**src/rtl/lcd_frame_controller.sv**
```systemverilog
// HD44780 16x2 sequencer: power-up init, then DDRAM address + 32 data bytes per accepted frame.
// Optional LCD_COALESCE_EN: requests arriving while busy collapse into one follow-on frame.
module lcd_frame_controller #(
  parameter int unsigned EN_CYCLES    = 16,
  parameter int unsigned CMD_WAIT     = 2000,
  parameter int unsigned CLEAR_WAIT   = 82000,
  parameter int unsigned POWERUP_WAIT = 750000
) (
  input  logic       clk,
  input  logic       reset,
  input  logic [7:0] ASCII [32],
  input  logic       UpdateLCD,
  output logic       LCDBusy,
  output logic [7:0] LCD_DATA,
  output logic       LCD_RS,
  output logic       LCD_RW,
  output logic       LCD_EN,
  output logic       LCD_ON,
  output logic       LCD_BLON
);

  // state   | meaning
  // PWRUP   | waiting POWERUP_WAIT after reset release
  // INIT    | sending 0x38, 0x0C, 0x06, 0x01
  // IDLE    | ready, LCDBusy low, waiting for UpdateLCD
  // ADDR1   | sending DDRAM address 0x80
  // LINE1   | sending buffer[0..15]
  // ADDR2   | sending DDRAM address 0xC0
  // LINE2   | sending buffer[16..31]
  // bstate  | SETUP -> PULSE (EN high) -> HOLD -> WAIT, once per byte
  typedef enum logic [2:0] {PWRUP, INIT, IDLE, ADDR1, LINE1, ADDR2, LINE2} state_t;
  typedef enum logic [1:0] {B_SETUP, B_PULSE, B_HOLD, B_WAIT} bstate_t;

  localparam int unsigned TMAX_A = (EN_CYCLES > CMD_WAIT) ? EN_CYCLES : CMD_WAIT;
  localparam int unsigned TMAX_B = (CLEAR_WAIT > POWERUP_WAIT) ? CLEAR_WAIT : POWERUP_WAIT;
  localparam int unsigned TMAX   = (TMAX_A > TMAX_B) ? TMAX_A : TMAX_B;
  localparam int          TW     = $clog2(TMAX + 1);

  localparam logic [TW-1:0] EN_LOAD    = TW'(EN_CYCLES - 1);
  localparam logic [TW-1:0] CMD_LOAD   = TW'(CMD_WAIT - 1);
  localparam logic [TW-1:0] CLEAR_LOAD = TW'(CLEAR_WAIT - 1);
  localparam logic [TW-1:0] PWRUP_LOAD = TW'(POWERUP_WAIT - 1);

  state_t        state;
  bstate_t       bstate;
  logic [TW-1:0] timer;
  logic [1:0]    init_idx;
  logic [3:0]    char_idx;
  logic [7:0]    frame_buf [32];

  state_t        nxt_state;
  logic [7:0]    nxt_data;
  logic          nxt_rs;
  logic [1:0]    nxt_init_idx;
  logic [3:0]    nxt_char_idx;
  logic          nxt_latch;
  logic          frame_end;
  logic          coalesce_req;
  logic [3:0]    char_inc;
  logic [1:0]    init_inc;

  function automatic logic [7:0] init_cmd(input logic [1:0] idx);
    case (idx)
      2'd0:    return 8'h38;
      2'd1:    return 8'h0C;
      2'd2:    return 8'h06;
      default: return 8'h01;
    endcase
  endfunction

`ifdef LCD_COALESCE_EN
  logic pending;
  assign coalesce_req = pending | UpdateLCD;
`else
  assign coalesce_req = 1'b0;
`endif

  assign LCD_RW   = 1'b0;
  assign LCD_ON   = 1'b1;
  assign LCD_BLON = 1'b1;

  assign char_inc = char_idx + 4'd1;
  assign init_inc = init_idx + 2'd1;

  // What follows the byte currently finishing its WAIT phase.
  always_comb begin
    nxt_state    = state;
    nxt_data     = 8'h00;
    nxt_rs       = 1'b0;
    nxt_init_idx = init_idx;
    nxt_char_idx = char_idx;
    nxt_latch    = 1'b0;
    frame_end    = 1'b0;
    case (state)
      INIT: begin
        if (init_idx == 2'd3) begin
          frame_end = 1'b1;
        end else begin
          nxt_init_idx = init_inc;
          nxt_data     = init_cmd(init_inc);
        end
      end
      ADDR1: begin
        nxt_state    = LINE1;
        nxt_char_idx = 4'd0;
        nxt_data     = frame_buf[5'd0];
        nxt_rs       = 1'b1;
      end
      LINE1: begin
        nxt_char_idx = char_inc;
        if (char_idx == 4'd15) begin
          nxt_state = ADDR2;
          nxt_data  = 8'hC0;
        end else begin
          nxt_data = frame_buf[{1'b0, char_inc}];
          nxt_rs   = 1'b1;
        end
      end
      ADDR2: begin
        nxt_state    = LINE2;
        nxt_char_idx = 4'd0;
        nxt_data     = frame_buf[5'd16];
        nxt_rs       = 1'b1;
      end
      LINE2: begin
        nxt_char_idx = char_inc;
        if (char_idx == 4'd15) begin
          frame_end = 1'b1;
        end else begin
          nxt_data = frame_buf[{1'b1, char_inc}];
          nxt_rs   = 1'b1;
        end
      end
      default: ;
    endcase
    if (frame_end) begin
      if (coalesce_req) begin
        nxt_state    = ADDR1;
        nxt_data     = 8'h80;
        nxt_rs       = 1'b0;
        nxt_char_idx = 4'd0;
        nxt_latch    = 1'b1;
      end else begin
        nxt_state = IDLE;
      end
    end
  end

  always_ff @(posedge clk or negedge reset) begin
    if (!reset) begin
      state    <= PWRUP;
      bstate   <= B_SETUP;
      timer    <= PWRUP_LOAD;
      init_idx <= 2'd0;
      char_idx <= 4'd0;
      LCDBusy  <= 1'b1;
      LCD_DATA <= 8'h00;
      LCD_RS   <= 1'b0;
      LCD_EN   <= 1'b0;
      for (int i = 0; i < 32; i++) frame_buf[i] <= 8'h20;
`ifdef LCD_COALESCE_EN
      pending  <= 1'b0;
`endif
    end else begin
`ifdef LCD_COALESCE_EN
      if (UpdateLCD && state != IDLE) pending <= 1'b1;
`endif
      case (state)
        PWRUP: begin
          if (timer == '0) begin
            state    <= INIT;
            init_idx <= 2'd0;
            bstate   <= B_SETUP;
            LCD_DATA <= init_cmd(2'd0);
            LCD_RS   <= 1'b0;
          end else begin
            timer <= timer - TW'(1);
          end
        end
        IDLE: begin
          if (UpdateLCD) begin
            for (int i = 0; i < 32; i++) frame_buf[i] <= ASCII[i];
            state    <= ADDR1;
            bstate   <= B_SETUP;
            LCD_DATA <= 8'h80;
            LCD_RS   <= 1'b0;
            LCDBusy  <= 1'b1;
          end
        end
        default: begin
          case (bstate)
            B_SETUP: begin
              bstate <= B_PULSE;
              LCD_EN <= 1'b1;
              timer  <= EN_LOAD;
            end
            B_PULSE: begin
              if (timer == '0) begin
                bstate <= B_HOLD;
                LCD_EN <= 1'b0;
              end else begin
                timer <= timer - TW'(1);
              end
            end
            B_HOLD: begin
              bstate <= B_WAIT;
              // clear-display needs the long settle
              timer  <= (!LCD_RS && LCD_DATA == 8'h01) ? CLEAR_LOAD : CMD_LOAD;
            end
            default: begin
              if (timer != '0) begin
                timer <= timer - TW'(1);
              end else begin
                state    <= nxt_state;
                init_idx <= nxt_init_idx;
                char_idx <= nxt_char_idx;
                bstate   <= B_SETUP;
                if (nxt_state == IDLE) begin
                  LCDBusy <= 1'b0;
                end else begin
                  LCD_DATA <= nxt_data;
                  LCD_RS   <= nxt_rs;
                end
                if (nxt_latch) begin
                  for (int i = 0; i < 32; i++) frame_buf[i] <= ASCII[i];
`ifdef LCD_COALESCE_EN
                  pending <= 1'b0;
`endif
                end
              end
            end
          endcase
        end
      endcase
    end
  end

endmodule
```
**config.mk**
```make
export PLATFORM = sky130hd
export DESIGN_NAME = lcd_frame_controller
export DESIGN_NICKNAME = d
export VERILOG_FILES = /design/src/rtl/lcd_frame_controller.sv
export SDC_FILE = /design/constraint.sdc
export NUM_CORES = 1
export LEC_CHECK = 0
export CAP_MARGIN = 0
export CORE_MARGIN = 4
export CORE_UTILIZATION = 35
export DETAILED_ROUTE_END_ITERATION = 8
export MAX_ROUTING_LAYER = met4
export PLACE_DENSITY = 0.62
export SYNTH_ARGS = -nofsm -noshare
export SYNTH_HDL_FRONTEND = slang
export SYNTH_SLANG_ARGS = --single-unit
```
**constraint.sdc**
```tcl
create_clock -name clk -period 2.6 [get_ports clk]
set_input_delay 0.52 -clock clk [delete_from_list [all_inputs] [get_ports clk]]
set_output_delay 0.52 -clock clk [all_outputs]
set_load 0.03 [all_outputs]
```
# [Word-level counts from Yosys, hierarchy flattened]
# Cells that the tools add are included.
[word_totals] reg_bits=298 inputBits=259 out_inout_bits=14 wordCells=166
[op_classes] n_addsub=3 order_cmp=2 n_eq_ne=27 mux=61 bitwise_logic=7 reduce_logical=25
[op_table] operator="$mux 256" n=2
[op_table] operator="$mux 8" n=11
[op_table] operator="$bmux 8 s5" n=2
[op_table] operator="$pmux 20 s3" n=1
[op_table] operator="$mux 20" n=2
[op_table] operator="$pmux 20 s2" n=1
[op_table] operator="$pmux 8 s5" n=1
[op_table] operator="$logic_not 20->1" n=1
[op_table] operator="$reduce_bool 20->1" n=1
[op_table] operator="$sub 20x1->20 const B" n=1
[op_table] operator="$mux 3" n=6
[op_table] operator="$pmux 6 s3" n=1
[op_table] operator="$mux 17" n=1
[op_table] operator="$mux 2" n=8
[op_table] operator="$pmux 8 s2" n=1
[op_table] operator="$ge 6x6->1 const B" n=2
[op_table] operator="$mux 1" n=12
[op_table] operator="$reduce_and 4->1" n=3
[op_table] operator="$ne 2x1->1 const B" n=5
[op_table] operator="$pmux 1 s2" n=5
[op_table] operator="$reduce_and 5->1" n=2
[op_table] operator="$eq 3x2->1 const B" n=3
[op_table] operator="$eq 3x3->1 const B" n=3
[op_table] operator="$ne 3x1->1 const B" n=3
[op_table] operator="other kinds (30)" n=47

# [Logic depth before layout (Yosys ltp)]
[depth] ltp_word=11 mapped_depth=9 mapped_depth_nobuf=8

# [Worst setup path after synthesis]
# OpenSTA, ideal clock, no wires.
[synth_timing] path_kind="register -> register" from="reg char_idx[1]" to="reg LCD_DATA[3]" setup_time_ns=0.138 t_arrival_ns=2.337 required_time_ns=2.462 setup_slack_ns=0.125 stages_incl_launch_ff=10 n_path_buf=3 synth_period_minus_slack_ns=2.475 path_cell_list="dfrtp_1 > ha_1 > buf_2 > buf_1 > clkbuf_1 > mux4_2 > mux2i_1 > o22ai_1 > a211oi_1 > o21ai_0"
[synth_between] elab_chain_cells=11 word_cells_on_any_way=25 classes_between="add/sub: 1; eq/ne: 3; mux: 18; bitwise: 2; reduce/logical: 1"
[synth_rtl] element="start: declaration" line="48" text="logic [3:0] char_idx;"
[synth_rtl] element="start signal: assignment" line="216" text="char_idx <= nxt_char_idx;"
[synth_rtl] element="$add 4x1->4" line="82" text="assign char_inc = char_idx + 4'd1;"
[synth_rtl] element="$not 5->6 (not written as such) or $not 4->6 (tied branches)" line="130, 115"
[synth_rtl] element="$bmux 8 s5, on equally long branches" line="130, 115"
[synth_rtl] element="$mux 8, on equally long branches (2 in series)" line="130, 115"
[synth_rtl] element="$mux 8, on equally long branches" line="127, 111"
[synth_rtl] element="$pmux 8 s5" line="94" text="case (state)"
[synth_rtl] element="$mux 8" line="218" text="if (nxt_state == IDLE) begin"
[synth_rtl] element="$mux 8" line="211" text="if (timer != '0) begin"
[synth_rtl] element="$mux 8" line="191" text="case (bstate)"
[synth_rtl] element="$pmux 8 s2" line="168" text="case (state)"
[synth_rtl] element="end signal: assignment" line="174" text="LCD_DATA <= init_cmd(2'd0);"
[synth_rtl] element="end signal: assignment" line="221" text="LCD_DATA <= nxt_data;"
[synth_rtl] element="end: declaration" line="14" text="output logic [7:0] LCD_DATA,"
# Several ways; a longest one is shown, not always the timed one. The select of a mux whose other input is x is not followed.
# A chain may end at the register's enable or synchronous reset.

# [Worst setup path after layout]
[layout_timing] from="reg char_idx[0]" to="reg LCD_DATA[7]"
# The elaborated chain is that of the path after synthesis.

==> results.json <==
{
  "outcome": "completed",
  "r2r-end": "LCD_DATA[7]",
  "ios": 273,
  "finalCritPeriodShare_pct": 96.6,
  "ys_seq_area_share_pct": 51.9,
  "yosysWarnings": 0,
  "area.growth.synth_to_final_pct": 33.4,
  "cts-root-buf": "clkbuf_16",
  "cp.arrival_ns": 2.91,
  "grt_pass1_wl_mm": 69.2,
  "ys_ff_latch": 298,
  "drive_above_1_share_pct": 12.9,
  "dp_hpwl_mm": 33.0,
  "initial_utilization_pct": 35.4,
  "critical-path-max-stage-delay_ns": 0.52,
  "powerDensity_nw_per_um2": 530,
  "async_reset_ff_share_pct": 100,
  "ctsLongestPathBuffers": 3,
  "ys_types": 62,
  "regToRegSetupSlack_ns": 0.09,
  "globalRouteOverflowTotal": 0,
  "layout.nets": 2097,
  "period_needed_ns": 2.51,
  "worst_skew_pair.late_latency_ns": 0.52,
  "highest_layer": "met4",
  "fin_total_pwr_mw": 10.2,
  "synth_cells": 1560,
  "switching_share_pct": 21.1,
  "worstSetupEndpointType": "flip-flop",
  "peakVddDrop_mv": 0.352,
  "leakagePower_nw": 9.14,
  "pwr-share-comb_pct": 5.1,
  "worstMarginPinSlew_ns": 0.697,
  "rr_worst_depth": 6,
  "avgRoutedWirePerCell_um": 18.7,
  "slew_headroom_pct": 52.9,
  "power_frac_clock_pct": 49.5,
  "first_pass_iters": 6,
  "route.antenna.remaining_nets": 0,
  "via_per_inst": 4.99,
  "internal-power_mw": 8.08,
  "htree_levels": 2,
  "setup_tns_ns": 0,
  "grt_pass1_vias": 12300,
  "cts_tree": "yes",
  "drc": 0,
  "io_buffers": 269,
  "diodes": 0,
  "routed-wl-met3_mm": 2.36,
  "crit_chain": "ha_4 -> buf_16 -> mux4_2 -> mux4_2 -> a311oi_1 -> o21ai_0",
  "coreArea_um2": 40800,
  "gr-usage-all-layers_pct": 20.3,
  "fin_skew_ns": 0.0273,
  "reg2reg_from": "char_idx[0]",
  "place_congestion": 0.928,
  "whs_path_depth": 2,
  "rsz0062_at_grt": "false",
  "synth-edff-count": 0,
  "final_common_cell": "nand2_1",
  "routed-wl-met2_mm": 21.6,
  "vias": 11900,
  "std_cell_rows": 74,
  "p_sw_mw": 2.16,
  "maxSlewViolCount": 0,
  "hp-class": "flip-flop to flip-flop",
  "final_cell_mix": "nand2_1, clkdlybuf4s50_1, dfrtp_1, mux4_2, dfstp_2",
  "dieArea_um2": 44700,
  "pwr-share-seq_pct": 45.3,
  "drv_cap": 0,
  "worst_setup_path_start_kind": "flip-flop",
  "crit_slowest_cell": "dfrtp_4",
  "die_y_um": 211,
  "wl_met1_mm": 19.3,
  "crit_path_frequent_cell": "mux4_2",
  "cts.clk_slew.worst_paths_ns": 0.06,
  "cts_sinks": 298,
  "syn_area_per_cell_um2": 9.27,
  "antenna_found_initial": 0,
  "path_max_fanout": 37,
  "cp.required_ns": 3.00,
  "grt_max_degree": 89,
  "cts_buffers": 35,
  "syn_area_um2": 14500,
  "drt_iter0_markers": 1029,
  "setup_viol": 0,
  "drt_wl_total_mm": 44.5,
  "path_class": "flip-flop to flip-flop",
  "yosys_most_used_dff": "dfrtp_1",
  "finalHoldViolations": 0,
  "hold_path_end": "frame_buf[245]",
  "fp.dieW_um": 211,
  "maxClockFrequency_mhz": 398,
  "min_from": "frame_buf[245]"
}
[kinds of logic after synthesis]
group | share of synthesized area [%]
AND/OR/NAND/NOR | 25.1
buffers and inverters | 2.96
XOR/XNOR | 0.303
other | 0.0519
AO/OA/AOI/OAI | 6.04
adder cells (fa/ha/maj) | 1.04
multiplexers | 12.6
flip-flops | 51.9
[flip-flops by register name, summed over array words and instances, names as in the netlist]
signal     cells
bstate         2
frame_buf    256
char_idx       4
state          3
LCD_EN         1
init_idx       2
LCD_DATA       8
LCD_RS         1
LCDBusy        1
timer         20
[Yosys cell counts, types with 3 or more instances]
library cell / number / area, um2
nand3_1: 13 / 65.1
a31oi_1: 4 / 25.0
o221ai_1: 3 / 26.3
nor3b_1: 3 / 22.5
nand2_1: 804 / 3020
o21a_1: 4 / 30.0
buf_4: 5 / 37.5
nor4_1: 5 / 31.3
inv_1: 10 / 37.5
a21oi_1: 19 / 95.1
nor2b_1: 7 / 43.8
nor2_1: 31 / 116
a22o_1: 12 / 105
buf_2: 12 / 60.1
o31ai_1: 3 / 22.5
a211oi_1: 12 / 90.1
mux2_2: 3 / 33.8
dfrtp_1: 252 / 6310
dfstp_2: 46 / 1210
nand2b_1: 5 / 31.3
clkbuf_1: 70 / 263
o22ai_1: 8 / 50.1
buf_1: 4 / 15.0
o211ai_1: 4 / 30.0
o21ai_0: 42 / 210
ha_1: 12 / 150
a221o_1: 3 / 30.0
nor3_1: 23 / 115
mux2i_1: 28 / 280
or3_1: 5 / 31.3
xor2_1: 3 / 26.3
mux4_2: 67 / 1510
[worst max-delay path by stage]
| stage | from | end | slack, ns | cells past startpoint |
|---|---|---|---|---|
| finish | char_idx[0] | LCD_DATA[7] | 0.09 | 6 |
| global route | char_idx[0] | LCD_DATA[1] | 0.02 | 8 |
| CTS | char_idx[0] | LCD_DATA[3] | 0.09 | 8 |
| detailed placement | timer[6] | char_idx[2] | 0.15 | 7 |
| global placement | char_idx[0] | LCD_DATA[7] | 0.19 | 6 |
| floorplan | char_idx[1] | LCD_DATA[3] | 0.13 | 9 |
[layout make-up]
| cell class | count | area (um2) |
|---|---|---|
| Sequential cell | 298 | 7520 |
| Tap cell | 532 | 666 |
| Clock inverter | 15 | 200 |
| Timing Repair Buffer | 320 | 3300 |
| Fill cell | 3814 | 21500 |
| Clock buffer | 49 | 990 |
| Multi-Input combinational cell | 1160 | 6580 |
| Inverter | 11 | 41.3 |
[what timing repair did]
item / CTS / global route
gates resized for setup: 0 / 3
endpoints found under the hold margin: 52 / 0
hold buffers: 1 / 0
buffers inserted: 0 / 0
setup endpoints to repair: 0 / 4
[power by group through the flow]
stage / Clock, mW / Combinational, mW / Sequential [mW]
finish: 5.07 / 0.526 / 4.64
global route: 5.36 / 0.568 / 4.64
CTS: 5.17 / 0.537 / 4.64
detailed placement: 0 / 0.532 / 4.72
global placement: 0 / 0.531 / 4.72
floorplan: 0 / 0.0135 / 4.72
[per-stage QoR]
step	hold WS [ns]	std cells	cell area, um2	worst slack, ns	util, %
after global placement	0.444	2320	18100	0.186	44.3
after floorplan	0.224	1561	14500	0.125	-
after detailed placement	0.448	2320	18100	0.149	44.3
after CTS	0.457	2385	19300	0.0879	47.2
final	0.456	2385	19300	0.0886	47.3
after global routing	0.475	2385	19300	0.0238	47.3
[critical path: cells and delay by family (launching register included)]
family,cells,cell delay [ns]
multiplexers,2,0.88
flip-flops,1,0.52
AO/OA/AOI/OAI,2,0.41
adder cells (fa/ha/maj),1,0.33
buffers and inverters,1,0.24
[metal layers]
layer	vias to the layer above	GRT usage (%)
met1	5794	27.5
met2	358	32.1
li1	5691	-
met5	-	-
met3	68	2.98
met4	0	5.78
Power figures use the tool's default switching activity.
